<file path="src/rtl/pc_ctrl.sv">
// pc_ctrl: front-end sequencing controller for the program counter.
// Picks one redirect among trap / EX branch-jalr / ID jal / a deferred
// redirect, and merges the fetch, divider and load-use hold sources into the
// PC's jump/jump_addr/nop controls plus IF/ID and ID/EX flush/stall strobes.
// All controls are combinational from the registered state and the inputs so
// the PC can form next-PC in the same cycle.
// Optional feature: define PC_CTRL_PERF_EN to get saturating stall and
// redirect counters; otherwise perf_stall_cnt/perf_redir_cnt read as zero.
module pc_ctrl #(
    parameter int              XLEN       = 32,
    parameter logic [XLEN-1:0] RESET_ADDR = 32'h0000_0000
) (
    input  logic            clk,
    input  logic            rst,
    input  logic            ibus_wait,
    input  logic            div_busy,
    input  logic            ld_hazard,
    input  logic            trap_req,
    input  logic [XLEN-1:0] trap_addr,
    input  logic            ex_jump,
    input  logic [XLEN-1:0] ex_addr,
    input  logic            id_jump,
    input  logic [XLEN-1:0] id_addr,
    output logic            jump,
    output logic [XLEN-1:0] jump_addr,
    output logic            nop,
    output logic            stall_id,
    output logic            flush_if,
    output logic            flush_id,
    output logic            trap_ack,
    output logic [31:0]     perf_stall_cnt,
    output logic [31:0]     perf_redir_cnt
);

    typedef enum logic [1:0] {
        ST_RUN  = 2'd0,
        ST_PEND = 2'd1,
        ST_DIVW = 2'd2
    } state_t;

    // Encoded so that a larger value means a higher-priority redirect.
    typedef enum logic [1:0] {
        RK_NONE = 2'd0,
        RK_ID   = 2'd1,
        RK_EX   = 2'd2,
        RK_TRAP = 2'd3
    } kind_t;

    state_t          state_r;
    kind_t           pend_kind_r;
    logic [XLEN-1:0] pend_addr_r;

    kind_t           new_kind_s;
    logic [XLEN-1:0] new_addr_s;
    kind_t           eff_kind_s;
    logic [XLEN-1:0] eff_addr_s;

    logic            jump_s;
    logic [XLEN-1:0] jump_addr_s;
    logic            nop_s;
    logic            stall_id_s;
    logic            flush_if_s;
    logic            flush_id_s;
    logic            trap_ack_s;

    // Highest-priority redirect requested by the sources this cycle.
    always_comb begin
        if (trap_req) begin
            new_kind_s = RK_TRAP;
            new_addr_s = trap_addr;
        end else if (ex_jump) begin
            new_kind_s = RK_EX;
            new_addr_s = ex_addr;
        end else if (id_jump) begin
            new_kind_s = RK_ID;
            new_addr_s = id_addr;
        end else begin
            new_kind_s = RK_NONE;
            new_addr_s = RESET_ADDR;
        end
    end

    // Merge with the deferred redirect: a new request only replaces it when
    // strictly higher in priority. In DIVW every request is ignored.
    always_comb begin
        if (state_r == ST_DIVW) begin
            eff_kind_s = RK_NONE;
            eff_addr_s = RESET_ADDR;
        end else if ((state_r == ST_PEND) && (new_kind_s <= pend_kind_r)) begin
            eff_kind_s = pend_kind_r;
            eff_addr_s = pend_addr_r;
        end else begin
            eff_kind_s = new_kind_s;
            eff_addr_s = new_addr_s;
        end
    end

    // PC and pipeline controls for the current cycle.
    always_comb begin
        jump_s      = 1'b0;
        jump_addr_s = RESET_ADDR;
        nop_s       = 1'b0;
        stall_id_s  = 1'b0;
        flush_if_s  = 1'b0;
        flush_id_s  = 1'b0;
        trap_ack_s  = 1'b0;
        if (rst) begin
            nop_s = 1'b1;
        end else if (state_r == ST_DIVW) begin
            // On the exit cycle the divider is free; only fetch/load-use holds apply.
            if (div_busy || ld_hazard || ibus_wait) begin
                nop_s      = 1'b1;
                stall_id_s = 1'b1;
                flush_id_s = ld_hazard & ~div_busy;
            end else begin
                nop_s = 1'b0;
            end
        end else if (eff_kind_s != RK_NONE) begin
            if (ibus_wait) begin
                nop_s = 1'b1;
            end else begin
                jump_s      = 1'b1;
                jump_addr_s = eff_addr_s;
                flush_if_s  = 1'b1;
                flush_id_s  = (eff_kind_s == RK_TRAP) || (eff_kind_s == RK_EX);
                trap_ack_s  = (eff_kind_s == RK_TRAP);
            end
        end else if (div_busy || ld_hazard || ibus_wait) begin
            nop_s      = 1'b1;
            stall_id_s = 1'b1;
            flush_id_s = ld_hazard & ~div_busy;
        end else begin
            nop_s = 1'b0;
        end
    end

    // Sequencing state and the deferred-redirect register.
    always_ff @(posedge clk) begin
        if (rst) begin
            state_r     <= ST_RUN;
            pend_kind_r <= RK_NONE;
            pend_addr_r <= RESET_ADDR;
        end else begin
            case (state_r)
                ST_RUN: begin
                    if ((eff_kind_s != RK_NONE) && ibus_wait) begin
                        state_r     <= ST_PEND;
                        pend_kind_r <= eff_kind_s;
                        pend_addr_r <= eff_addr_s;
                    end else if ((eff_kind_s == RK_NONE) && div_busy) begin
                        state_r <= ST_DIVW;
                    end else begin
                        state_r <= ST_RUN;
                    end
                end
                ST_PEND: begin
                    if (ibus_wait) begin
                        pend_kind_r <= eff_kind_s;
                        pend_addr_r <= eff_addr_s;
                    end else begin
                        state_r     <= ST_RUN;
                        pend_kind_r <= RK_NONE;
                        pend_addr_r <= RESET_ADDR;
                    end
                end
                ST_DIVW: begin
                    if (!div_busy) begin
                        state_r <= ST_RUN;
                    end else begin
                        state_r <= ST_DIVW;
                    end
                end
                default: begin
                    state_r     <= ST_RUN;
                    pend_kind_r <= RK_NONE;
                    pend_addr_r <= RESET_ADDR;
                end
            endcase
        end
    end

`ifdef PC_CTRL_PERF_EN
    logic [31:0] stall_cnt_r;
    logic [31:0] redir_cnt_r;

    // Saturating counters of held-PC cycles and issued redirects.
    always_ff @(posedge clk) begin
        if (rst) begin
            stall_cnt_r <= 32'd0;
            redir_cnt_r <= 32'd0;
        end else begin
            if (nop_s && !jump_s && (stall_cnt_r != 32'hFFFF_FFFF)) begin
                stall_cnt_r <= stall_cnt_r + 32'd1;
            end else begin
                stall_cnt_r <= stall_cnt_r;
            end
            if (jump_s && (redir_cnt_r != 32'hFFFF_FFFF)) begin
                redir_cnt_r <= redir_cnt_r + 32'd1;
            end else begin
                redir_cnt_r <= redir_cnt_r;
            end
        end
    end

    assign perf_stall_cnt = stall_cnt_r;
    assign perf_redir_cnt = redir_cnt_r;
`else
    assign perf_stall_cnt = 32'd0;
    assign perf_redir_cnt = 32'd0;
`endif

    assign jump      = jump_s;
    assign jump_addr = jump_addr_s;
    assign nop       = nop_s;
    assign stall_id  = stall_id_s;
    assign flush_if  = flush_if_s;
    assign flush_id  = flush_id_s;
    assign trap_ack  = trap_ack_s;

endmodule
</file>
<file path="config.mk">
export PLATFORM = sky130hd
export DESIGN_NAME = pc_ctrl
export DESIGN_NICKNAME = d
export VERILOG_FILES = /design/src/rtl/pc_ctrl.sv
export SDC_FILE = /design/constraint.sdc
export NUM_CORES = 1
export LEC_CHECK = 0
export ABC_AREA = 1
export CORE_MARGIN = 2
export CORE_UTILIZATION = 31
export DETAILED_ROUTE_END_ITERATION = 8
export PLACE_DENSITY = 0.77
export SETUP_SLACK_MARGIN = 0.2
export SLEW_MARGIN = 20
export SYNTH_ARGS = -nofsm -noshare
export SYNTH_HDL_FRONTEND = slang
export SYNTH_SLANG_ARGS = --single-unit
export TNS_END_PERCENT = 100
</file>
<file path="constraint.sdc">
create_clock -name clk -period 4.48 [get_ports clk]
set_input_delay 1.344 -clock clk [delete_from_list [all_inputs] [get_ports clk]]
set_output_delay 1.344 -clock clk [all_outputs]
set_load 0.02 [all_outputs]
</file>
### Word level (Yosys, flattened, before mapping)

Cells that the tools add are included.

| cells by class | value |
|---|---|
| order comparisons | 1 |
| equal/unequal tests | 6 |
| muxes and demuxes | 45 |
| bitwise operators | 3 |
| reductions and logical operators | 10 |

Operator list:

| operator | number |
|---|---|
| 32-bit two-way mux | 10 |
| 32-bit case mux with 3 select lines | 1 |
| 1-bit two-way mux | 22 |
| 2-bit two-way mux | 10 |
| 2-bit case mux with 3 select lines | 2 |
| 2-bit == test, second input constant | 3 |
| 2-bit logical NOT | 2 |
| 2-bit inequality test, second input constant | 2 |
| 1-bit logical AND | 3 |
| 1-bit logical OR | 3 |
| 2-bit by 1-bit == test with 1-bit output, second input constant | 1 |
| 2-bit less-or-equal comparator | 1 |
| 1-bit NOT | 2 |
| 2-bit AND reduction | 1 |
| 2-bit nonzero test | 1 |
| 1-bit bitwise AND | 1 |

| storage, ports and cells | value |
|---|---|
| flip-flop bits (word level) | 36 |
| bits of input ports | 104 |
| output and inout port bits | 102 |
| logic and storage cells | 68 |

### Depth between registers and ports, before layout

Gate-level depths: netlist (run 1).

| logic depth | value |
|---|---|
| word-level depth | 13 |
| gate-level depth with buffers | 17 |
| depth with buffers taken out | 16 |

### Worst setup path before layout (run 1)

OpenSTA, ideal clock, no wires.

| timing path | value |
|---|---|
| path type | in2out |
| start point | input ex_jump |
| end point | output jump_addr[22] |
| data arrival time | 3.205 ns |
| required time | 3.136 ns |
| path slack | -0.069 ns |
| stages | 14 |
| cell sequence | buf_2 nor2_1 inv_1 ha_1 nand2_1 nand2_1 nand2_2 nand2_4 nand2_1 nand3_2 nand2_2 nand2_1 clkbuf_1 a21oi_1 |

| on the way | value |
|---|---|
| word-level cells in the longest chain between the ends | 10 |
| elaborated cells on any way between the ends | 14 |

Ends and longest elaborated chain:

| element | line | text |
|---|---|---|
| start: declaration | 20 | `input logic ex_jump,` |
| 2-bit two-way mux | 71 | `end else if (ex_jump) begin` |
| 2-bit two-way mux | 68 | `if (trap_req) begin` |
| 2-bit less-or-equal comparator | 89 | `end else if ((state_r == ST_PEND) && (new_kind_s <= pend_kind_r)) begin` |
| 1-bit logical AND | 89 |  |
| 2-bit two-way mux | 89 |  |
| 2-bit two-way mux | 86 | `if (state_r == ST_DIVW) begin` |
| 2-bit nonzero test | 118 | `end else if (eff_kind_s != RK_NONE) begin` |
| 32-bit two-way mux (*) | 118 |  |
| 32-bit two-way mux (*) | 109 | `end else if (state_r == ST_DIVW) begin` |
| 32-bit two-way mux (*) | 107 | `if (rst) begin` |
| end: declaration | 25 | `output logic [XLEN-1:0] jump_addr,` |

Every way passes the cells marked *; elsewhere a longest branch is shown, timed or not.

### Worst setup path in the final report (run 1)

| timing path | value |
|---|---|
| start point | input trap_req |
| end point | output jump_addr[15] |

| on the way | value |
|---|---|
| word-level cells in the longest chain between the ends | 9 |
| elaborated cells on any way between the ends | 12 |

Ends and longest elaborated chain:

| element | line | text |
|---|---|---|
| start: declaration | 18 | `input logic trap_req,` |
| 2-bit two-way mux | 68 |  |
| 2-bit less-or-equal comparator | 89 |  |
| 1-bit logical AND | 89 |  |
| 2-bit two-way mux | 89 |  |
| 2-bit two-way mux | 86 |  |
| 2-bit nonzero test | 118 |  |
| 32-bit two-way mux (*) | 118 |  |
| 32-bit two-way mux (*) | 109 |  |
| 32-bit two-way mux (*) | 107 |  |

Marked as above.

==> results.json, run 1 <==
{
  "dp_hpwl_um": 8360,
  "grt_pass1_vias": 3945,
  "ctsHoldBuffers": 0,
  "die_x_um": 111,
  "topRoutingLayerUsed": "met4",
  "power_switching_w": 0.000613,
  "synth_cell_types": 26,
  "comb_power_share_pct": 52.0,
  "post-route-util_pct": 53.7,
  "slew_viol_final": 0,
  "syn_area_um2": 3530,
  "fin_crit_ns": 4.32,
  "synth_top_family_by_area": "simple AND/OR/NAND/NOR gates",
  "vias": 4206,
  "areaGrowthSynthToFinish_pct": 67.2,
  "swShare_pct": 39.3,
  "cts_root_buf": "clkbuf_16",
  "die_area_um2": 12200,
  "rsz0062_at_grt": "true",
  "syn_inst": 592,
  "fin_nets": 854,
  "fin_skew_ns": 0.00575,
  "antenna_found_initial": 0,
  "leakagePower_nw": 2.50,
  "ant_nets": 0,
  "worstPathArrival_ns": 2.98,
  "crit_start": "trap_req",
  "htree_levels": 2,
  "synthMuxAreaShare_pct": 0,
  "die_h_um": 111,
  "wl_met2_um": 5970,
  "path_cells": "buf_8, buf_6, nor2_4, ha_4, inv_2, nand2_2, nand2_2, nand2_4, nand2_4, nand2_4, nand3_4, nand2_4, nand2_8, buf_16, a21oi_4, buf_6",
  "drt_first_pass_iters": 4,
  "synthAdderAreaFrac_pct": 0.709,
  "fin_setup_tns_ns": 0,
  "gr-usage-all-layers_pct": 18.7,
  "ys_seq_elements": 36,
  "design_area_um2": 5900,
  "cap_violations": 0,
  "finalSetupViolCount": 0,
  "seqPwrFrac_pct": 25.1,
  "critPathMaxStageDelay_ns": 0.19,
  "p_int_w": 0.000947,
  "yosys_warnings": 0,
  "status": "complete, no violations",
  "overflow": 0,
  "grt_pass1_wl_um": 19400,
  "synth-compound-area-share_pct": 21.4,
  "layout_common_cells": "nand2_1, clkdlybuf4s50_1, nand3_1",
  "hold_class": "register to register",
  "routed-wl-met3_um": 679,
  "final_common_cell": "nand2_1",
  "crit_top_cell": "nand2_4",
  "core_region_area_um2": 11000,
  "hold_start": "state_r[0]$_SDFFE_PP0P_",
  "syn_avg_cell_area_um2": 5.96,
  "wl_um": 11700,
  "io_buffers": 141,
  "clockPowerShare_pct": 22.9,
  "crit_type": "input pin to output port",
  "row_count": 38,
  "wire_per_inst_um": 13.2,
  "slowest_stage": "buf_16",
  "period_share_pct": 96.5,
  "clkLatencyLatePin_ns": 0.28,
  "n_fill_cell": 1086,
  "crit_fanout": 8,
  "drc": 0,
  "cp.required_ns": 3.14,
  "yosys.area_share.simple_pct": 33.1,
  "post_route_cells_drive_above_1_share_pct": 22.2,
  "io_pins": 206,
  "r2r-start": "pend_kind_r[1]$_SDFFE_PP0P_",
  "power_w": 0.00156,
  "grt_start_max_net_pins": 71,
  "via_per_inst": 4.73,
  "cts_tree": "yes",
  "synth_xor_area_share_pct": 0,
  "synth-seq-area-share_pct": 20.4,
  "start_kind": "input pin",
  "place_area_um2": 5460,
  "power-per-cell-area_nw_per_um2": 264,
  "cts_buffers": 5,
  "critPathCaptureType": "output port",
  "max-vdd-ir-drop_v": 0.000164,
  "clk_pin_slew_ns": 0.06,
  "clock_path_buffers": 2,
  "initial_core_util_pct": 32.1,
  "num_antenna_cells": 0,
  "max_freq_mhz": 231,
  "tightest_slew_ns": 1.00,
  "max-slew-margin-rel_pct": 32.8,
  "cts_sinks": 36,
  "m1WireLength_um": 4980,
  "gp_congestion": 0.814,
  "fin_hold_ws_ns": 0.526,
  "finalHoldViolations": 0,
  "first_iter_violations": 188
}
-- power by group through the flow --
stage	sequential, W	clock, W	combinational [W]
3_3_place_gp	0.000395	0	0.000738
3_5_place_dp	0.000397	0	0.000745
5_1_grt	0.000397	0.000378	0.000889
2_1_floorplan	0.000392	0	0.000530
4_1_cts	0.000390	0.000364	0.000797
6_report	0.000391	0.000357	0.000811
-- sequential cells by signal, summed over array words and instances, names as in the netlist --
register / count
state_r: 2
pend_addr_r: 32
pend_kind_r: 2
-- kinds of logic (layout without fill, tap and decap cells) --
logic type,Yosys count,in the layout
flops,36,36
simple gates,262,262
fa+ha+maj,2,2
other cells,1,64
compound gates,135,135
buf+inv,156,250
-- through the flow --
| stage | instances | setup slack (ns) |
|---|---|---|
| after detailed placement | 870 | -0.850 |
| after floorplan | 655 | 0.187 |
| final | 889 | 0.157 |
| after CTS | 887 | 0.163 |
| after global routing | 889 | 0.0572 |
| after global placement | 870 | -0.802 |
-- synthesized netlist by cell type --
library cell  instances  area share, %
buf_1                 9           0.96
conb_1                1           0.11
nand3_2               2           0.57
inv_2                 3           0.32
nor2_4                1           0.32
clkbuf_1             25            2.7
nor2_2                1           0.18
buf_6                 2           0.64
nand2_2               2           0.35
o211ai_1             30            6.4
a21o_1                1           0.21
buf_2                 8            1.1
nand2_1             109             12
a21oi_1             100             14
inv_1                43            4.6
nand3_1              99             14
nand4_1               1           0.18
ha_1                  2           0.71
o21ai_0               3           0.43
dfxtp_1              36             20
nor3_1                4           0.57
buf_4                66             14
o21ai_1               1           0.14
nand2_4               1           0.32
nor2_1               41            4.4
nor2_8                1           0.57
-- worst max-delay path: cells and delay by family --
family	cells	cell delay [ns]
buffers and inverters	5	0.56
adders and majority gates	1	0.14
and+or+nand+nor	9	0.80
AOI/OAI and AO/OA	1	0.12
-- metal layers --
| layer | global-route usage, % | vias up |
|---|---|---|
| li1 | - | 2155 |
| met1 | 23.2 | 1930 |
| met2 | 33.6 | 115 |
| met3 | 3.99 | 6 |
| met4 | 3.00 | 0 |
| met5 | 0 | - |
-- worst paths after layout --
kind / cells after the start / slack (ns) / to
max: 16 / 0.16 / jump_addr[15]
min: 2 / 0.53 / state_r[0]$_SDFFE_PP0P_
max reg2reg: 15 / 2.32 / pend_addr_r[31]$_SDFFE_PP0P_
min reg2reg: 2 / 0.53 / state_r[0]$_SDFFE_PP0P_
-- repair_timing --
item | CTS | global route
pin swaps | 15 | 14
setup endpoints to repair | 38 | 38
setup buffers | 7 | 2
cloned | 2 | 0
resized for setup | 259 | 20
-- final cells by class --
type	count	area, µm²	share of cell area, %
sequential	36	721	12.2
inverter	46	180	3.05
timing repair buffer	196	1990	33.7
clock buffer	8	146	2.48
multi-input combinational	463	2690	45.6
tap	140	175	2.97
No activity file was read; power rests on OpenSTA's default activity.
==> inputs of run 2 (changes only) <==
--- a/config.mk
+++ b/config.mk
@@ -6,6 +6,7 @@
 export NUM_CORES = 1
 export LEC_CHECK = 0
 export ABC_AREA = 1
+export ABC_CLOCK_PERIOD_IN_PS = 4480
 export CORE_MARGIN = 2
 export CORE_UTILIZATION = 31
 export DETAILED_ROUTE_END_ITERATION = 8
==> results of run 2 <==
The final DEF is identical to that of run 1; final timing and power are the same.
==> inputs of run 3 (changes only) <==
--- a/config.mk
+++ b/config.mk
@@ -10,6 +10,7 @@
 export CORE_MARGIN = 2
 export CORE_UTILIZATION = 31
 export DETAILED_ROUTE_END_ITERATION = 8
+export MAX_ROUTING_LAYER = met4
 export PLACE_DENSITY = 0.77
 export SETUP_SLACK_MARGIN = 0.2
 export SLEW_MARGIN = 20
==> run 3 against run 2 <==
  * Via count is 0.45% lower
  * Combinational power hardly changed
  * Sequential share of layout area stayed put
  * Global-route usage is 0.52 points higher
==> results.json, run 3 (same netlist as run 1, synthesis figures left out) <==
{
  "largest_register_ffs": 32,
  "finalHoldViolations": 0,
  "cts_buffers": 5,
  "antenna_found_initial": 0,
  "fin_setup_tns_ns": 0,
  "gp_congestion": 0.826,
  "cts_sinks": 36,
  "fin_hold_ws_ns": 0.526,
  "cts_tree": "yes",
  "worstPathArrival_ns": 2.98,
  "leakagePower_nw": 2.50,
  "io_pins": 206,
  "vias": 4187,
  "max-slew-margin-rel_pct": 33.9,
  "die_x_um": 111,
  "grt_start_max_net_pins": 71,
  "hold_class": "register to register",
  "slew_viol_final": 0,
  "clkLatencyLatePin_ns": 0.28,
  "overflow": 0,
  "ant_nets": 0,
  "wl_um": 11700,
  "max_freq_mhz": 231,
  "areaGrowthSynthToFinish_pct": 67.2,
  "dp_hpwl_um": 8360,
  "fin_crit_ns": 4.32,
  "n_fill_cell": 1086,
  "critPathCaptureType": "output port",
  "cp.required_ns": 3.14,
  "grt_pass1_vias": 3956,
  "fin_skew_ns": 0.00684,
  "fin_nets": 854,
  "drc": 0,
  "post_route_cells_drive_above_1_share_pct": 22.2,
  "crit_fanout": 8,
  "rsz0062_at_grt": "true",
  "start_kind": "input pin",
  "drt_first_pass_iters": 5,
  "clock_path_buffers": 2,
  "tightest_slew_ns": 0.987,
  "initial_core_util_pct": 32.1,
  "die_h_um": 111,
  "period_share_pct": 96.5,
  "row_count": 38,
  "die_area_um2": 12200,
  "grt_pass1_wl_um": 19400,
  "core_region_area_um2": 11000,
  "status": "complete, no violations",
  "first_iter_violations": 198,
  "placedCellCount": 870,
  "post-route-util_pct": 53.7,
  "via_per_inst": 4.71,
  "htree_levels": 2,
  "largestRegisters": "pend_addr_r: 32 flops, pend_kind_r: 2 flops, state_r: 2 flops",
  "cap_violations": 0,
  "crit_type": "input pin to output port",
  "io_buffers": 141,
  "clk_pin_slew_ns": 0.06,
  "max-vdd-ir-drop_v": 0.000163,
  "final_cells": 889,
  "power-per-cell-area_nw_per_um2": 264,
  "regMostFlops": "pend_addr_r",
  "cts_root_buf": "clkbuf_16",
  "rrSetupSlack_ns": 2.33,
  "finalSetupViolCount": 0,
  "final_common_cell": "nand2_1",
  "num_antenna_cells": 0,
  "wire_per_inst_um": 13.2,
  "layout_common_cells": "nand2_1, clkdlybuf4s50_1, nand3_1",
  "gr-usage-all-layers_pct": 19.2
}
## run 3: cell counts in the layout (fill, tap and decap cells not counted)
No cell type changed its count.
## run 3: where the power goes
part / switching (W) / internal [W]
registers: 0.0000234 / 0.000368
clock network: 0.000133 / 0.000222
logic: 0.000455 / 0.000357
total: 0.000611 / 0.000947
## run 3: path summary, 6_finish.rpt
path	start	end	depth (start not counted)
setup reg to reg	pend_kind_r[1]$_SDFFE_PP0P_	pend_addr_r[31]$_SDFFE_PP0P_	15
setup / recovery	trap_req	jump_addr[15]	16
hold reg to reg	state_r[0]$_SDFFE_PP0P_	state_r[0]$_SDFFE_PP0P_	2
hold / removal	state_r[0]$_SDFFE_PP0P_	state_r[0]$_SDFFE_PP0P_	2
## run 3: cell type report
class	count	area (µm²)	share of cell area [%]
Multi-Input combinational cell	463	2690	45.6
Tap cell	140	175	2.97
Timing Repair Buffer	196	1990	33.7
Clock buffer	8	146	2.48
Inverter	46	180	3.05
Sequential cell	36	721	12.2
## run 3: metrics by stage
step	setup WS (ns)	power, W	cell area [µm²]
floorplan	0.187	0.000922	4240
global placement	-0.802	0.00113	5460
detailed placement	-0.850	0.00114	5460
CTS	0.163	0.00155	5830
global route	0.0570	0.00166	5900
finish	0.159	0.00156	5900
## run 3: critical path, stage by stage
cell	delay [ns]
buf_8	0.10
buf_6	0.11
nor2_4	0.13
ha_4	0.14
inv_2	0.03
nand2_2	0.04
nand2_2	0.06
nand2_4	0.10
nand2_4	0.09
nand2_4	0.10
nand3_4	0.07
nand2_4	0.10
nand2_8	0.11
buf_16	0.19
a21oi_4	0.12
buf_6	0.13
## run 3: what timing repair did
action | 4_1_cts | 5_1_grt
hold buffers | 0 | 0
buffers inserted | 7 | 2
pin swaps | 15 | 14
endpoints found under the setup margin | 38 | 38
hold endpoints to repair | 0 | 0
cloned | 2 | 0
resized for setup | 259 | 20
## run 3: per-layer routing
layer  up-vias  global-route usage, %  routed length [µm]
li1       2156                      -                   -
met1      1908                   23.4                5050
met2       117                   33.7                5970
met3         6                   3.55                 622
met4         0                   3.00                  76
met5         -                      -                   0
